==> src/rtl/alu_unit_pkg.sv <==
// Shared types for the alu_unit slice: operation encoding and a name helper for display.
package alu_unit_pkg;

  typedef enum logic [1:0] {
    ALU_AND = 2'b00,
    ALU_XOR = 2'b01,
    ALU_ADD = 2'b10,
    ALU_MUL = 2'b11
  } alu_op_e;

  function automatic string op_name(input alu_op_e op);
    case (op)
      ALU_AND: return "AND";
      ALU_XOR: return "XOR";
      ALU_ADD: return "ADD";
      ALU_MUL: return "MUL";
      default: return "UNK";
    endcase
  endfunction

endpackage

==> src/rtl/alu_unit_if.sv <==
// Operand/result bus of alu_unit. With ALU_UNIT_FLAGS_EN defined it also carries zero/carry.
interface alu_unit_if #(parameter int W = 2);
  import alu_unit_pkg::*;

  logic             in_valid;
  logic [W-1:0]     a;
  logic [W-1:0]     b;
  alu_op_e          op;
  logic [2*W-1:0]   result;
  logic             out_valid;

`ifdef ALU_UNIT_FLAGS_EN
  logic             zero;
  logic             carry;

  modport master (output in_valid, a, b, op, input result, out_valid, zero, carry);
  modport slave  (input in_valid, a, b, op, output result, out_valid, zero, carry);
`else
  modport master (output in_valid, a, b, op, input result, out_valid);
  modport slave  (input in_valid, a, b, op, output result, out_valid);
`endif

endinterface

==> src/rtl/alu_unit_mul.sv <==
// Unsigned W x W -> 2W combinational shift-add multiplier; the product is never truncated.
module alu_unit_mul #(
  parameter int W = 2
) (
  input  logic [W-1:0]   a,
  input  logic [W-1:0]   b,
  output logic [2*W-1:0] product
);

  localparam int RES_W = 2 * W;

  logic [RES_W-1:0] a_ext_s;

  assign a_ext_s = RES_W'(a);

  // Accumulate one shifted partial product per set bit of b.
  always_comb begin
    product = {RES_W{1'b0}};
    for (int i = 0; i < W; i++) begin
      if (b[i]) begin
        product = product + (a_ext_s << i);
      end else begin
        product = product;
      end
    end
  end

endmodule

==> src/rtl/alu_unit.sv <==
// Registered AND/XOR/ADD/MUL unit, one-cycle latency, 2W-bit zero-extended result.
// Optional zero/carry outputs are built when ALU_UNIT_FLAGS_EN is defined.
module alu_unit
  import alu_unit_pkg::*;
#(
  parameter int W = 2
) (
  input  logic     clk,
  input  logic     rst_n,
  alu_unit_if.slave bus
);

  localparam int RES_W = 2 * W;

  logic [W:0]       sum_s;
  logic [RES_W-1:0] product_s;
  logic [RES_W-1:0] result_s;
  logic [RES_W-1:0] result_r;
  logic             out_valid_r;
`ifdef ALU_UNIT_FLAGS_EN
  logic             zero_s;
  logic             carry_s;
  logic             zero_r;
  logic             carry_r;
`endif

  alu_unit_mul #(.W(W)) u_mul (
    .a       (bus.a),
    .b       (bus.b),
    .product (product_s)
  );

  // Operation mux; an unknown op falls to the default and yields zero.
  always_comb begin
    sum_s = {1'b0, bus.a} + {1'b0, bus.b};
    case (bus.op)
      ALU_AND: result_s = RES_W'(bus.a & bus.b);
      ALU_XOR: result_s = RES_W'(bus.a ^ bus.b);
      ALU_ADD: result_s = RES_W'(sum_s);
      ALU_MUL: result_s = product_s;
      default: result_s = {RES_W{1'b0}};
    endcase
`ifdef ALU_UNIT_FLAGS_EN
    zero_s = (result_s == {RES_W{1'b0}});
    if (bus.op == ALU_ADD) begin
      carry_s = sum_s[W];
    end else begin
      carry_s = 1'b0;
    end
`endif
  end

  // Output register: load on in_valid, otherwise hold result and drop out_valid.
  always_ff @(posedge clk or negedge rst_n) begin
    if (!rst_n) begin
      result_r    <= {RES_W{1'b0}};
      out_valid_r <= 1'b0;
`ifdef ALU_UNIT_FLAGS_EN
      zero_r      <= 1'b0;
      carry_r     <= 1'b0;
`endif
    end else if (bus.in_valid) begin
      result_r    <= result_s;
      out_valid_r <= 1'b1;
`ifdef ALU_UNIT_FLAGS_EN
      zero_r      <= zero_s;
      carry_r     <= carry_s;
`endif
    end else begin
      out_valid_r <= 1'b0;
    end
  end

  assign bus.result    = result_r;
  assign bus.out_valid = out_valid_r;
`ifdef ALU_UNIT_FLAGS_EN
  assign bus.zero      = zero_r;
  assign bus.carry     = carry_r;
`endif

endmodule

==> src/flat_wrapper.sv <==
// flat-port wrapper written by rule: the top's interface ports become plain ports
module alu_unit_flat import alu_unit_pkg::*;
#(
  parameter int W = 2
)
  (clk, rst_n, bus_in_valid, bus_a, bus_b, bus_op, bus_result, bus_out_valid);
  alu_unit_if #(.W(W)) bus_i ();
  input  logic clk;
  input  logic rst_n;
  input wire logic [$bits(bus_i.in_valid)-1:0] bus_in_valid;
  input wire logic [$bits(bus_i.a)-1:0] bus_a;
  input wire logic [$bits(bus_i.b)-1:0] bus_b;
  input wire logic [$bits(bus_i.op)-1:0] bus_op;
  output wire logic [$bits(bus_i.result)-1:0] bus_result;
  output wire logic [$bits(bus_i.out_valid)-1:0] bus_out_valid;
  assign bus_i.in_valid = bus_in_valid;
  assign bus_i.a = bus_a;
  assign bus_i.b = bus_b;
  assign bus_i.op = bus_op;
  assign bus_result = bus_i.result;
  assign bus_out_valid = bus_i.out_valid;
  alu_unit #(.W(W)) u_core (.clk(clk), .rst_n(rst_n), .bus(bus_i));
endmodule
==> config.mk <==
export PLATFORM = sky130hd
export DESIGN_NAME = alu_unit_flat
export DESIGN_NICKNAME = d
export VERILOG_FILES = /design/src/rtl/alu_unit_pkg.sv /design/src/rtl/alu_unit_if.sv /design/src/rtl/alu_unit_mul.sv /design/src/rtl/alu_unit.sv /design/src/flat_wrapper.sv
export SDC_FILE = /design/constraint.sdc
export NUM_CORES = 1
export LEC_CHECK = 0
export CAP_MARGIN = 40
export CORE_MARGIN = 10
export CORE_UTILIZATION = 27
export CTS_BUF_LIST = sky130_fd_sc_hd__clkbuf_2 sky130_fd_sc_hd__clkbuf_4 sky130_fd_sc_hd__clkbuf_8
export DETAILED_ROUTE_END_ITERATION = 7
export SLEW_MARGIN = 10
export SYNTH_ARGS = -nofsm -noshare
export SYNTH_HDL_FRONTEND = slang
export SYNTH_HIERARCHICAL = 1
export SYNTH_SLANG_ARGS = --single-unit
export TNS_END_PERCENT = 50
==> constraint.sdc <==
create_clock -name clk -period 1.5 [get_ports clk]
set_input_delay 0.15 -clock clk [delete_from_list [all_inputs] [get_ports clk]]
set_output_delay 0.15 -clock clk [all_outputs]
set_load 0.005 [all_outputs]
# After elaboration in Yosys (flattened, before gate mapping)
# Cells that the tools add are included.
# totals
register_bits	5
latch_bits	0
ramBits	0
mem_bits_ro	0
in_bits	9
elab_cells	14
mem_count	0
# classes
addsub	2
mul	0
div_mod_pow	0
order_cmp	0
eq_ne	3
n_shift	0
muxes	4
bitwise	2
n_reduce_logical	1
# op_table
op	n
$pmux 4 s4	1
$add 4x3->4	1
$eq 2x2->1 const B	2
$mux 4	1
$add 2x2->3	1
$and 2x2->2	1
$eq 2x1->1 const B	1
$logic_not 2->1	1
$mux 2	1
$xor 2x2->2	1
$mux 1	1

# Logic depth before layout (Yosys ltp)
# Gate-level depths: netlist (run 1).
# depth
word_depth	4
mapped_depth	6
mapped_depth_nobuf	6

# Cells and area by module
# The synthesis (run 1) kept the hierarchy.
# modules_own_cells
module	instances	cells_per_inst	area_each_um2	seq_area_each_um2
alu_unit	1	25	296.5	125.1
alu_unit_mul	1	7	65.1	0.0

# Worst setup path after synthesis (run 1)
# No wires, ideal clock.
# synth_timing
path_type	input-to-reg
from	input port bus_b[0]
to	register u_core.result_r[1] (netlist: u_core/bus.result[1])
setup_ns	0.138
t_arrival_ns	1.023
required_time_ns	1.362
slack_ns	0.339
path_stages	5
cell_sequence	and2_4 > ha_1 > mux2_2 > mux2i_1 > o221ai_1
# synth_between
elab_chain_len	4
elab_cells_between_ends	5
cone_classes	add/sub (2); mux (3)
# synth_lines
item	line_no	text
start, declared	flat_wrapper.sv:12	input wire logic [$bits(bus_i.b)-1:0] bus_b;
$mux 2 (*)	alu_unit_mul.sv:20	if (b[i]) begin
$add 4x3->4	alu_unit_mul.sv:21	product = product + (a_ext_s << i);
$mux 4 (*)	alu_unit_mul.sv:20	
net u_core.product_s[1]	alu_unit.sv:16	logic [RES_W-1:0] product_s;
$pmux 4 s4 (*)	alu_unit.sv:36	case (bus.op)
end signal, assigned	alu_unit.sv:56	result_r <= {RES_W{1'b0}};
end signal, assigned	alu_unit.sv:63	result_r <= result_s;
end, declared	alu_unit.sv:18	logic [RES_W-1:0] result_r;
# The timed path passes the listed nets; every way through them passes the cells marked *.
# A chain may end at the register's enable or synchronous reset.

# Worst setup path in the final report (run 1)
# layout_timing
from	input port bus_a[0]
to	register u_core.result_r[1] (netlist: u_core/bus.result[1])
# layout_between
elab_chain_len	4
elab_cells_between_ends	5
cone_classes	add/sub (2); mux (3)
# layout_lines
item	line_no	text
start, declared	flat_wrapper.sv:11	input wire logic [$bits(bus_i.a)-1:0] bus_a;
$mux 2	alu_unit_mul.sv:20	
$add 4x3->4	alu_unit_mul.sv:21	
$mux 4	alu_unit_mul.sv:20	
$pmux 4 s4 (*)	alu_unit.sv:36	
# Mark *: on every way between the ends. The rest lies on a longest branch, timed or not.

==> flow_summary.json, run 1 <==
{
  "crit_path_max_incr_delay_ns": 0.45,
  "fin_crit_sh": 0.954,
  "grt_setup_unrepaired": "no",
  "p_per_area_nw_per_um2": 793,
  "end_kind": "register",
  "drtIter0Drc": 2,
  "numCtsBuffers": 3,
  "root_buffer": "clkbuf_4",
  "num_io_pins": 14,
  "synth-async-reset-ratio": 1.00,
  "critPathKind": "in2reg",
  "cts_buffer_depth": 2,
  "slew_violations": 0,
  "syn-num-nets": 46,
  "via_per_inst": 4.41,
  "cp_slowest_cell": "clkdlybuf4s50_1",
  "yosysTopAreaCell": "dfrtp_1",
  "grt-ovfl-total": 0,
  "ys_ff_latch": 5,
  "required_ns": 1.60,
  "worstPathCellList": "clkdlybuf4s50_1, ha_1, fa_1, mux2i_1, o221ai_1",
  "vdd_drop_max_uv": 231,
  "grt_max_degree": 9,
  "die_w_um": 56.6,
  "utilization": 0.431,
  "antenna_cells": 0,
  "ant_nets": 0,
  "coreArea_sq_um": 1280,
  "clock_skew_ns": 0,
  "grt_pass1_vias": 316,
  "finalSetupViolCount": 0,
  "ys_warn_count": 6,
  "dieArea_sq_um": 3200,
  "area_delta_synth_final_pct": 53.3,
  "outcome": "completed",
  "die_h_um": 56.6,
  "synthTopCellsByArea": "dfrtp_1 35%, ha_1 14%, mux2i_1 14%",
  "hold_violations": 0,
  "total_power_w": 0.000440,
  "drive_above_1_share": 0.196,
  "postSynthCellCount": 32,
  "arrival_ns": 1.53,
  "setup.worst_path.start_class": "input port",
  "num_vias": 291,
  "drt-total-wl_um": 849,
  "clock_latency_ns": 0.23,
  "start_util": 0.281,
  "path_clk_slew_ns": 0.05,
  "cts.sinks": 5,
  "whs_ns": 0.140,
  "synth-edff-count": 0,
  "antenna_found_initial": 0,
  "grt_pass1_wl_um": 1480,
  "grt_use_total": 0.0592,
  "avgSynthCellArea_sq_um": 11.3,
  "fmax_mhz": 699,
  "gp_congestion": 0.660,
  "drt_pass1_iterations": 4,
  "yosysTopAreaCellShare": 0.346,
  "io_buffers": 13,
  "ctsHtreeMaxLevel": 1,
  "tightest_slew_ns": 0.322,
  "ys_types": 16,
  "postCtsHoldBufs": 0,
  "crit_fanout": 3,
  "synth_commonest_cells": "5 x dfrtp_1, 5 x mux2i_1, 4 x ha_1, 3 x nand2b_1",
  "hold_path.class": "in2async",
  "maxCapViolations": 0,
  "min_period_ns": 1.43,
  "rows": 13,
  "finalSetupTns_ns": 0,
  "power_leakage_nw": 0.261,
  "route.detailed.wl_per_inst_um": 12.9,
  "cp_top_family": "adder cells",
  "route.detailed.drc": 0,
  "syn-cell-area_sq_um": 362,
  "final_nets": 66,
  "cts_setup_buffers": 0,
  "synth_ff_type": "dfrtp_1",
  "worst-path-buf-inv": 1,
  "yosysSeqAreaShare": 0.346,
  "cts_tree": "done",
  "relSlewSlack": 0.784
}
[metrics by stage]
stage	cell area [sq um]	worst slack, ns	std cells
floorplan	362	0.339	32
global placement	522	-0.237	62
detailed placement	522	-0.235	62
CTS	552	0.0120	66
global route	554	0.00614	66
finish	554	0.0693	66
[worst register-to-register path, stage by stage (launching register included)]
cell and delay [ns]:
dfrtp_1 0.37, nand2b_1 0.07, o221ai_1 0.10
[cells by family (layout without fill, tap and decap cells)]
family	after synthesis	in the layout	share of synthesized area
mux	6	6	0.170
flops	5	5	0.346
compound gates	4	4	0.0796
buf+inv	3	22	0.0519
simple gates	9	9	0.159
fa+ha+maj	5	5	0.194
[power breakdown]
group | total (W) | leakage [nW] | switching [W] | internal [W]
clock | 0.000175 | 0.0184 | 0.0000560 | 0.000119
combinational | 0.000112 | 0.178 | 0.0000423 | 0.0000701
sequential | 0.000153 | 0.0642 | 0.00000560 | 0.000147
total | 0.000440 | 0.261 | 0.000104 | 0.000336
[layout make-up]
| class | count | area [sq um] |
|---|---|---|
| clock buffers | 4 | 30.0 |
| flip-flops and latches | 5 | 125 |
| well taps | 15 | 18.8 |
| inverters | 2 | 7.51 |
| fillers | 132 | 731 |
| multi-input cells | 24 | 218 |
| repair buffers | 16 | 155 |
[routing by layer]
metal | vias to the layer above | GRT usage | wire (um)
li1 | 153 | - | -
met2 | 10 | 0.0846 | 392
met1 | 126 | 0.0664 | 364
met5 | - | 0 | 0
met3 | 2 | 0.0225 | 70
met4 | 0 | 0.0515 | 22
[registers in the layout, summed over array words and instances, names as in the netlist]
register / flops
u_core/bus.out_valid: 1
u_core/bus.result: 4
[worst paths after layout]
| check | startpoint | endpoint | slack, ns | cells after the start |
|---|---|---|---|---|
| setup / recovery | bus_a[0] | u_core/bus.result[1] | 0.07 | 5 |
| hold / removal | rst_n | u_core/bus.result[3] | 0.14 | 1 |
| setup reg to reg | u_core/bus.result[1] | u_core/bus.result[1] | 0.82 | 2 |
| hold reg to reg | u_core/bus.result[0] | u_core/bus.result[0] | 0.50 | 2 |
| max in group asynchronous | rst_n | u_core/bus.result[0] | 1.15 | 1 |
| min in group clk | bus_b[0] | u_core/bus.result[0] | 0.45 | 4 |
[layout by cell type, fill, tap and decap left out]
cell type        count
clkbuf_4             4
nand4_1              1
o22ai_1              1
mux2i_1              5
and2_4               1
clkdlybuf4s50_1     12
buf_4                3
o221ai_1             2
nand2b_1             3
and2_2               1
o21ai_0              1
ha_1                 4
dfrtp_1              5
mux2_2               1
dlymetal6s2s_1       1
nand2_1              1
inv_1                2
and2_1               2
fa_1                 1
[repair_timing]
item | in CTS | in global routing
endpoints found under the setup margin | 0 | 1
hold endpoints to repair | 0 | 0
gates resized for setup | 0 | 1
(Power assumes the default switching activity.)
==> inputs of run 2 (changes only) <==
--- a/config.mk
+++ b/config.mk
@@ -5,11 +5,12 @@
 export SDC_FILE = /design/constraint.sdc
 export NUM_CORES = 1
 export LEC_CHECK = 0
+export ABC_AREA = 0
 export CAP_MARGIN = 40
-export CORE_MARGIN = 10
-export CORE_UTILIZATION = 27
+export CORE_AREA = 10 10 47 49
 export CTS_BUF_LIST = sky130_fd_sc_hd__clkbuf_2 sky130_fd_sc_hd__clkbuf_4 sky130_fd_sc_hd__clkbuf_8
 export DETAILED_ROUTE_END_ITERATION = 7
+export DIE_AREA = 0 0 57 59
 export SLEW_MARGIN = 10
 export SYNTH_ARGS = -nofsm -noshare
 export SYNTH_HDL_FRONTEND = slang
==> flow_summary.json, run 2 (synthesis results as in run 1) <==
{
  "regArea_sq_um": 125,
  "via_per_inst": 4.45,
  "power_leakage_nw": 0.256,
  "cts_buffer_depth": 2,
  "start_util": 0.258,
  "p_per_area_nw_per_um2": 793,
  "worst-path-buf-inv": 1,
  "mostFrequentLayoutCell": "clkdlybuf4s50_1",
  "outcome": "completed",
  "grt_max_degree": 9,
  "crit_path_max_incr_delay_ns": 0.44,
  "min_period_ns": 1.42,
  "grt_use_total": 0.0522,
  "required_ns": 1.61,
  "ctsHtreeMaxLevel": 1,
  "fill_cells": 163,
  "slew_violations": 0,
  "fin_crit_sh": 0.949,
  "grt_pass1_vias": 343,
  "whs_ns": 0.126,
  "num_io_pins": 14,
  "gp_congestion": 0.714,
  "ant_nets": 0,
  "finalSetupViolCount": 0,
  "postCtsHoldBufs": 0,
  "drt-total-wl_um": 792,
  "io_buffers": 13,
  "critPathKind": "in2reg",
  "cts_setup_buffers": 0,
  "route.detailed.wl_per_inst_um": 12.0,
  "cp_slowest_cell": "clkdlybuf4s50_1",
  "final_cell_mix": "12 x clkdlybuf4s50_1, 5 x mux2i_1, 5 x dfrtp_1",
  "crit_fanout": 3,
  "grt_setup_unrepaired": "no",
  "die_w_um": 57,
  "drive_above_1_share": 0.180,
  "cts_resized": 0,
  "tightest_slew_ns": 0.314,
  "fmax_mhz": 702,
  "end_kind": "register",
  "relSlewSlack": 0.790,
  "num_vias": 294,
  "grt-ovfl-total": 0,
  "setup.worst_path.start_class": "input port",
  "final_nets": 65,
  "coreArea_sq_um": 1400,
  "path_clk_slew_ns": 0.04,
  "dp_hpwl_um": 696,
  "multi_input_area_sq_um": 218,
  "clock_skew_ns": 0,
  "worstPathCellList": "clkdlybuf4s50_1, ha_1, fa_1, mux2i_1, o221ai_1",
  "largest_register_ffs": 4,
  "dieArea_sq_um": 3360,
  "grt_pass1_wl_um": 1350,
  "rows": 14,
  "cts.sinks": 5,
  "drt_pass1_iterations": 4,
  "root_buffer": "clkbuf_4",
  "area_delta_synth_final_pct": 51.6,
  "cts_tree": "done",
  "drtIter0Drc": 2,
  "clock_latency_ns": 0.24,
  "die_h_um": 59,
  "route.detailed.drc": 0,
  "antenna_found_initial": 0,
  "hold_violations": 0,
  "numCtsBuffers": 3,
  "maxCapViolations": 0,
  "antenna_cells": 0,
  "vdd_drop_max_uv": 172,
  "utilization": 0.391,
  "arrival_ns": 1.53,
  "hold_path.class": "in2async",
  "cp_top_family": "adder cells"
}
[run 2: routing by layer]
| metal | GRT usage | vias to the layer above | share of wire |
|---|---|---|---|
| li1 | - | 150 | - |
| met1 | 0.0472 | 128 | 0.39 |
| met2 | 0.0775 | 14 | 0.47 |
| met3 | 0.0215 | 2 | 0.10 |
| met4 | 0.0705 | 0 | 0.029 |
| met5 | 0 | - | 0 |
[run 2: final timing paths]
path                                            from                   end  slack, ns  depth (start not counted)
worst max-delay path                        bus_a[0]  u_core/bus.result[1]       0.08                          5
worst min-delay path                           rst_n  u_core/bus.out_valid       0.13                          1
worst max register to register  u_core/bus.result[0]  u_core/bus.result[0]       0.83                          2
worst min register to register  u_core/bus.result[1]  u_core/bus.result[1]       0.50                          2
max in group asynchronous                      rst_n  u_core/bus.result[1]       1.19                          1
min in group clk                            bus_b[0]  u_core/bus.result[0]       0.43                          4
[run 2: per-stage QoR]
stage / power (W) / setup TNS [ns] / setup WS (ns) / instance area (sq um) / instances
after global placement: 0.000266 / -0.446 / -0.210 / 515 / 62
final: 0.000435 / 0 / 0.0764 / 548 / 66
after CTS: 0.000445 / 0 / 0.0428 / 546 / 66
after floorplan: 0.000202 / 0 / 0.339 / 362 / 32
after detailed placement: 0.000268 / -0.474 / -0.215 / 515 / 62
after global routing: 0.000471 / 0 / 0.0232 / 548 / 66
[run 2: final cells by class]
cell class,count,area share
multi-input cells,24,0.397
repair buffers,15,0.269
flip-flops and latches,5,0.228
clock buffers,4,0.0548
well taps,16,0.0365
inverters,2,0.0137
[run 2: worst register-to-register path, cell delays in order, from the launching register on]
cell,delay [ns]
dfrtp_1,0.37
nand2b_1,0.07
o221ai_1,0.10
[run 2: power breakdown]
group          leakage [nW]  switching [W]  internal (W)
logic                 0.173      0.0000414     0.0000688
clock network        0.0184      0.0000536      0.000119
registers            0.0642     0.00000539      0.000147
total                 0.256       0.000100      0.000334
